==> src/rtl/mc14500b_program_loader.sv <==
// Byte-stream program loader for the MC14500B core: assembles 12-bit words from
// header/low byte pairs, drives the core load port and sequences the core reset.
module mc14500b_program_loader #(
    parameter int unsigned MAX_WORDS  = 256,
    parameter int unsigned RST_CYCLES = 2,
    parameter int unsigned WRITE_GAP  = 1
) (
    input  logic        clk,
    input  logic        rst_n,
    input  logic        in_valid,
    input  logic [7:0]  in_data,
    output logic        in_ready,
    output logic        core_rst,
    output logic        program_write,
    output logic [11:0] program_cmd,
    output logic [8:0]  word_count,
    output logic        loaded,
    output logic        error
);

    typedef enum logic [2:0] {
        StInitRst,
        StWaitHi,
        StWaitLo,
        StWrite,
        StGap,
        StStartRst,
        StRun,
        StError
    } state_e;

    localparam logic [15:0] RstLast = 16'(RST_CYCLES - 1);
    localparam logic [15:0] GapLast = 16'(WRITE_GAP - 1);
    localparam logic [8:0]  MaxWc   = 9'(MAX_WORDS);

    state_e      state_q, state_d;
    logic [15:0] cnt_q, cnt_d;
    logic [3:0]  hi_q, hi_d;
    logic [11:0] cmd_q, cmd_d;
    logic [8:0]  wc_q, wc_d;
    logic [1:0]  sync_q;
    logic        in_ready_q, core_rst_q, write_q, loaded_q, error_q;
    logic        accept;

    // Assertion is immediate; release reaches the FSM two edges later.
    always_ff @(posedge clk or negedge rst_n) begin
        if (!rst_n) begin
            sync_q <= 2'b00;
        end else begin
            sync_q <= {sync_q[0], 1'b1};
        end
    end

    assign accept = in_valid && in_ready_q;

    always_comb begin
        state_d = state_q;
        cnt_d   = cnt_q;
        hi_d    = hi_q;
        cmd_d   = cmd_q;
        wc_d    = wc_q;
        unique case (state_q)
            StInitRst: begin
                if (cnt_q == RstLast) begin
                    state_d = StWaitHi;
                    cnt_d   = '0;
                end else begin
                    cnt_d = cnt_q + 16'd1;
                end
            end
            StWaitHi: begin
                if (accept) begin
                    if (in_data == 8'hFF) begin
                        state_d = StStartRst;
                        cnt_d   = '0;
                    end else if (in_data[7:4] == 4'h0) begin
                        if (wc_q == MaxWc) begin
                            state_d = StError;
                        end else begin
                            hi_d    = in_data[3:0];
                            state_d = StWaitLo;
                        end
                    end else begin
                        state_d = StError;
                    end
                end
            end
            StWaitLo: begin
                if (accept) begin
                    cmd_d   = {hi_q, in_data};
                    state_d = StWrite;
                end
            end
            StWrite: begin
                if (wc_q != MaxWc) begin
                    wc_d = wc_q + 9'd1;
                end
                if (WRITE_GAP == 0) begin
                    state_d = StWaitHi;
                end else begin
                    state_d = StGap;
                    cnt_d   = '0;
                end
            end
            StGap: begin
                if (cnt_q == GapLast) begin
                    state_d = StWaitHi;
                    cnt_d   = '0;
                end else begin
                    cnt_d = cnt_q + 16'd1;
                end
            end
            StStartRst: begin
                if (cnt_q == RstLast) begin
                    state_d = StRun;
                    cnt_d   = '0;
                end else begin
                    cnt_d = cnt_q + 16'd1;
                end
            end
            StRun:   state_d = StRun;
            StError: state_d = StError;
            default: state_d = StError;
        endcase
    end

    // Outputs are registered from the next state so they always match state_q.
    always_ff @(posedge clk or negedge rst_n) begin
        if (!rst_n) begin
            state_q    <= StInitRst;
            cnt_q      <= '0;
            hi_q       <= '0;
            cmd_q      <= '0;
            wc_q       <= '0;
            in_ready_q <= 1'b0;
            core_rst_q <= 1'b1;
            write_q    <= 1'b0;
            loaded_q   <= 1'b0;
            error_q    <= 1'b0;
        end else if (!sync_q[1]) begin
            state_q    <= StInitRst;
            cnt_q      <= '0;
            hi_q       <= '0;
            cmd_q      <= '0;
            wc_q       <= '0;
            in_ready_q <= 1'b0;
            core_rst_q <= 1'b1;
            write_q    <= 1'b0;
            loaded_q   <= 1'b0;
            error_q    <= 1'b0;
        end else begin
            state_q    <= state_d;
            cnt_q      <= cnt_d;
            hi_q       <= hi_d;
            cmd_q      <= cmd_d;
            wc_q       <= wc_d;
            in_ready_q <= (state_d == StWaitHi) || (state_d == StWaitLo);
            core_rst_q <= (state_d == StInitRst) || (state_d == StStartRst) ||
                          (state_d == StError);
            write_q    <= (state_d == StWrite);
            loaded_q   <= (state_d == StRun);
            error_q    <= (state_d == StError);
        end
    end

    assign in_ready      = in_ready_q;
    assign core_rst      = core_rst_q;
    assign program_write = write_q;
    assign program_cmd   = cmd_q;
    assign word_count    = wc_q;
    assign loaded        = loaded_q;
    assign error         = error_q;

endmodule

==> config.mk <==
export PLATFORM = sky130hd
export DESIGN_NAME = mc14500b_program_loader
export DESIGN_NICKNAME = d
export VERILOG_FILES = /design/src/rtl/mc14500b_program_loader.sv
export SDC_FILE = /design/constraint.sdc
export NUM_CORES = 1
export LEC_CHECK = 0
export ABC_CLOCK_PERIOD_IN_PS = 2800
export BUFFER_PORTS_ARGS = -buffer_cell sky130_fd_sc_hd__buf_2
export CAP_MARGIN = 20
export CORE_ASPECT_RATIO = 1.2
export CORE_MARGIN = 4
export CORE_UTILIZATION = 35
export CTS_CLUSTER_DIAMETER = 150
export DETAILED_ROUTE_END_ITERATION = 10
export HOLD_SLACK_MARGIN = 0.15
export PLACE_DENSITY = 0.5
export SLEW_MARGIN = 20
export SYNTH_ARGS = -nofsm -noshare
export SYNTH_HDL_FRONTEND = slang
export SYNTH_SLANG_ARGS = --single-unit
export TNS_END_PERCENT = 30
==> constraint.sdc <==
create_clock -name clk -period 2.8 [get_ports clk]
set_input_delay 0.14 -clock clk [delete_from_list [all_inputs] [get_ports clk]]
set_output_delay 0.14 -clock clk [all_outputs]
set_load 0.01 [all_outputs]
==> results.txt <==
Outcome: completed
DIE WIDTH: 86.7 microns
Class of the most critical setup path: flip-flop to flip-flop
Headroom to the max-slew limit: 45.7%
Grt ovf: 0
GR met2 Demand/Resource: 24.9%
Count of clock tree sinks: 51
Cell types occupying the most area after synthesis: dfrtp_1 (48%), mux2i_1 (6.5%), nor2_1 (5.6%)
Cell type with the largest total area after synthesis: dfrtp_1
Detailed-router iteration count before antenna repair: 4
Final #Nets: 337
Final-report setup violation count: 0
Final hold violation count: 0
Total negative slack for setup checks: 0 ns
Number of synthesized register bits: 51
Maximum clock rate: 397 MHz
Number of H-tree branching levels: 2
Max-capacitance violation count: 0
Drc violations: 0
Synthesized area: 2600 sq um
Post-synth EDFFs: 0
Final HPWL from detailed placement: 4280 microns
Ratio of cells with drive above 1 in the final layout: 21.4%
Fraction of the cycle the final worst path needs: 89.9%
Critical-path maximum fanout: 11
Clock buffer count from CTS: 5
Synth warn: 0
Worst Skew: 0.0171 ns
Number of violations reported at the end of detailed-routing iteration 0: 97
Area grow syn2layout: 19.9%
Top-area cell type share of the netlist area: 48.1%
RSZ-0062 raised after global routing: no
Floorplan die height: 102 microns
Post-synthesis async set-or-reset flop share: 100%
Count of vias placed by the detailed router: 2,104
Mean post-synth cell area: 9.73 sq um
Clock-pin slew on the worst setup and hold paths: 0.10 ns
Power consumption: 1.74 mW
Post-Layout Cell Count: 412
Placement Rows: 34
Met3 Track Usage GR: 2.50%
Data arrival time of the critical path: 2.71 ns
Clock Tree Root: clkbuf_8
Endpoint class of the critical path: flip-flop
Count of filler cells inserted in the layout: 718
GPL Wtd Cong: 0.780
Initial Utilization: 35.9%
Num ports: 37
Leakage: 1.45 nW
Worst-margin pin slew: 0.811 ns
TritonCTS clock tree: done
Portion of the post-synthesis area used by sequential elements: 49.2%
Number of diodes added for antenna fixing: 0
Avg WL per Cell: 14.5 microns
Per-cell via count in the routed design: 5.11
Cell variety after synth: 51
Met1 usage: 19.3%
Busiest grt layer: met2
Pin count of the biggest net entering global routing: 33
Number of pins exceeding their max-slew limit in the final report: 0
Proportion of synthesized area in mux cells: 6.55%
Hold Path Class: input pin to asynchronous set/reset pin
Total GRT Usage: 14.6%
Most common library cell in the layout ignoring fill and taps: dfrtp_1
Top library cells by usage in the layout, fill and taps aside: dfrtp_1 (50), nor2_1 (39), buf_2 (36)
Total nets after synthesis: 283
Post-Place Cells: 395
Die Footprint: 8870 sq um
Number of instances in the synthesized netlist: 267
Via count of the first global-routing pass: 2,111
Number of antenna violations at the first check in global routing: 0
Data required, critical path: 2.99 ns
Post-layout minimum cycle time: 2.52 ns
Category of the worst setup path launch point: flip-flop
Number of buffer cells added on primary ports: 36
Share of the synthesized netlist area taken by xor and xnor gates: 2.02%
Post-synthesis compound-gate area fraction: 13.0%
Placeable core region: 7230 sq um
Commonest register cell after synthesis: dfrtp_1
Clock Latency Late Sink: 0.31 ns
Adder-Cell Fraction of Synth Area: 2.41%
Main combinational cell family by area after synthesis: simple AND/OR/NAND/NOR gates
Area share of and/or/nand/nor cells after synthesis: 23.1%
Final routed wirelength across all metal layers: 5950 microns
Number of nets with antenna violations after detailed routing: 0
Wire length of the first global-routing pass: 10,500 microns
Power per unit of standard cell area: 560 nW/um^2
Peak supply drop: 0.291 mV
Maximum root-to-sink buffer count: 2
==> what timing repair did <==
item	CTS	global route
setup endpoints to repair	0	7
resized for setup	0	2
hold endpoints to repair	31	0
hold buffers	9	0
buffers inserted	0	0
==> final timing paths <==
kind / from / endpoint / slack (ns) / depth (start not counted)
worst max-delay path: cnt_q[9] / cnt_q[2] / 0.28 / 7
worst min-delay path: rst_n / word_count[4] / 0.30 / 2
worst max register to register: cnt_q[9] / cnt_q[2] / 0.28 / 7
worst min register to register: sync_q[0] / sync_q[1] / 0.36 / 0
max in group asynchronous: rst_n / cnt_q[9] / 1.71 / 3
min in group clk: sync_q[0] / sync_q[1] / 0.36 / 0
==> state kept, by name (all words and copies together) (netlist names) <==
name,count
word_count,9
hi_q,4
sync_q,2
core_rst,1
program_cmd,12
in_ready,1
loaded,1
error,1
cnt_q,16
state_q,3
program_write,1
==> cell usage after synthesis (2+ instances only) <==
cell	count
a211o_1	3
nand3_1	12
nor4b_1	2
or3b_2	2
and2_1	2
nand2_1	20
o21a_1	2
and3_1	5
o311ai_0	2
ha_1	5
mux2i_1	17
clkbuf_1	6
a21oi_1	9
xor2_1	3
o21ai_0	13
a31oi_1	3
xnor2_1	3
or4_1	5
inv_1	10
or4_4	2
nor2b_1	2
nor3b_1	2
or3_1	7
o21ai_1	2
nand4_1	6
nor2_1	39
a21o_1	5
nand2b_1	3
dfrtp_1	50
nor3_1	2
nor4_1	3
==> per-stage QoR <==
step	setup WS, ns	util [%]	hold WS, ns	instance area, sq um
after global placement	0.198	40.4	0.113	2920
after CTS	0.123	42.9	0.310	3110
final	0.282	43.1	0.296	3120
after floorplan	0.417	-	-0.156	2600
after detailed placement	0.142	40.4	0.125	2920
after global routing	0.133	43.1	0.335	3120
==> per-layer routing <==
| layer | routed length [microns] | part of all wire [%] |
|---|---|---|
| met1 | 2750 | 46 |
| met2 | 2960 | 50 |
| met3 | 184 | 3.1 |
| met4 | 59 | 0.99 |
| met5 | 0 | 0 |
==> critical path, cell delays in order (launching register included) <==
cell and delay, ns:
dfrtp_1 0.42, or4_1 0.60, or4_4 0.58, a2bb2oi_2 0.21, or2_4 0.22, buf_4 0.14, o21ai_2 0.04, a22o_1 0.19
==> cell families (layout without fill, tap and decap cells) <==
group	count (synthesis)	count (layout)
muxes	17	17
AOI/OAI and AO/OA	50	50
DFF	51	51
buffers and inverters	20	75
and+or+nand+nor	117	117
other	1	1
adders and majority gates	5	5
xor gates and xnor gates	6	6
==> report_power, final <==
group | leakage, nW | total (mW) | switching (mW) | internal [mW]
sequential | 0.702 | 0.824 | 0.0459 | 0.779
clock | 0.0452 | 0.448 | 0.266 | 0.183
combinational | 0.705 | 0.471 | 0.279 | 0.192
total | 1.45 | 1.74 | 0.591 | 1.15
==> cell type report <==
type / count / area (sq um) / area share [%]
clock buffers: 5 / 68.8 / 2.21
repair buffers: 56 / 353 / 11.3
clock inverters: 3 / 25.0 / 0.803
well taps: 90 / 113 / 3.61
flip-flops and latches: 51 / 1280 / 41.0
multi-input cells: 196 / 1240 / 39.7
inverters: 11 / 41.3 / 1.33
(Power assumes the default switching activity.)
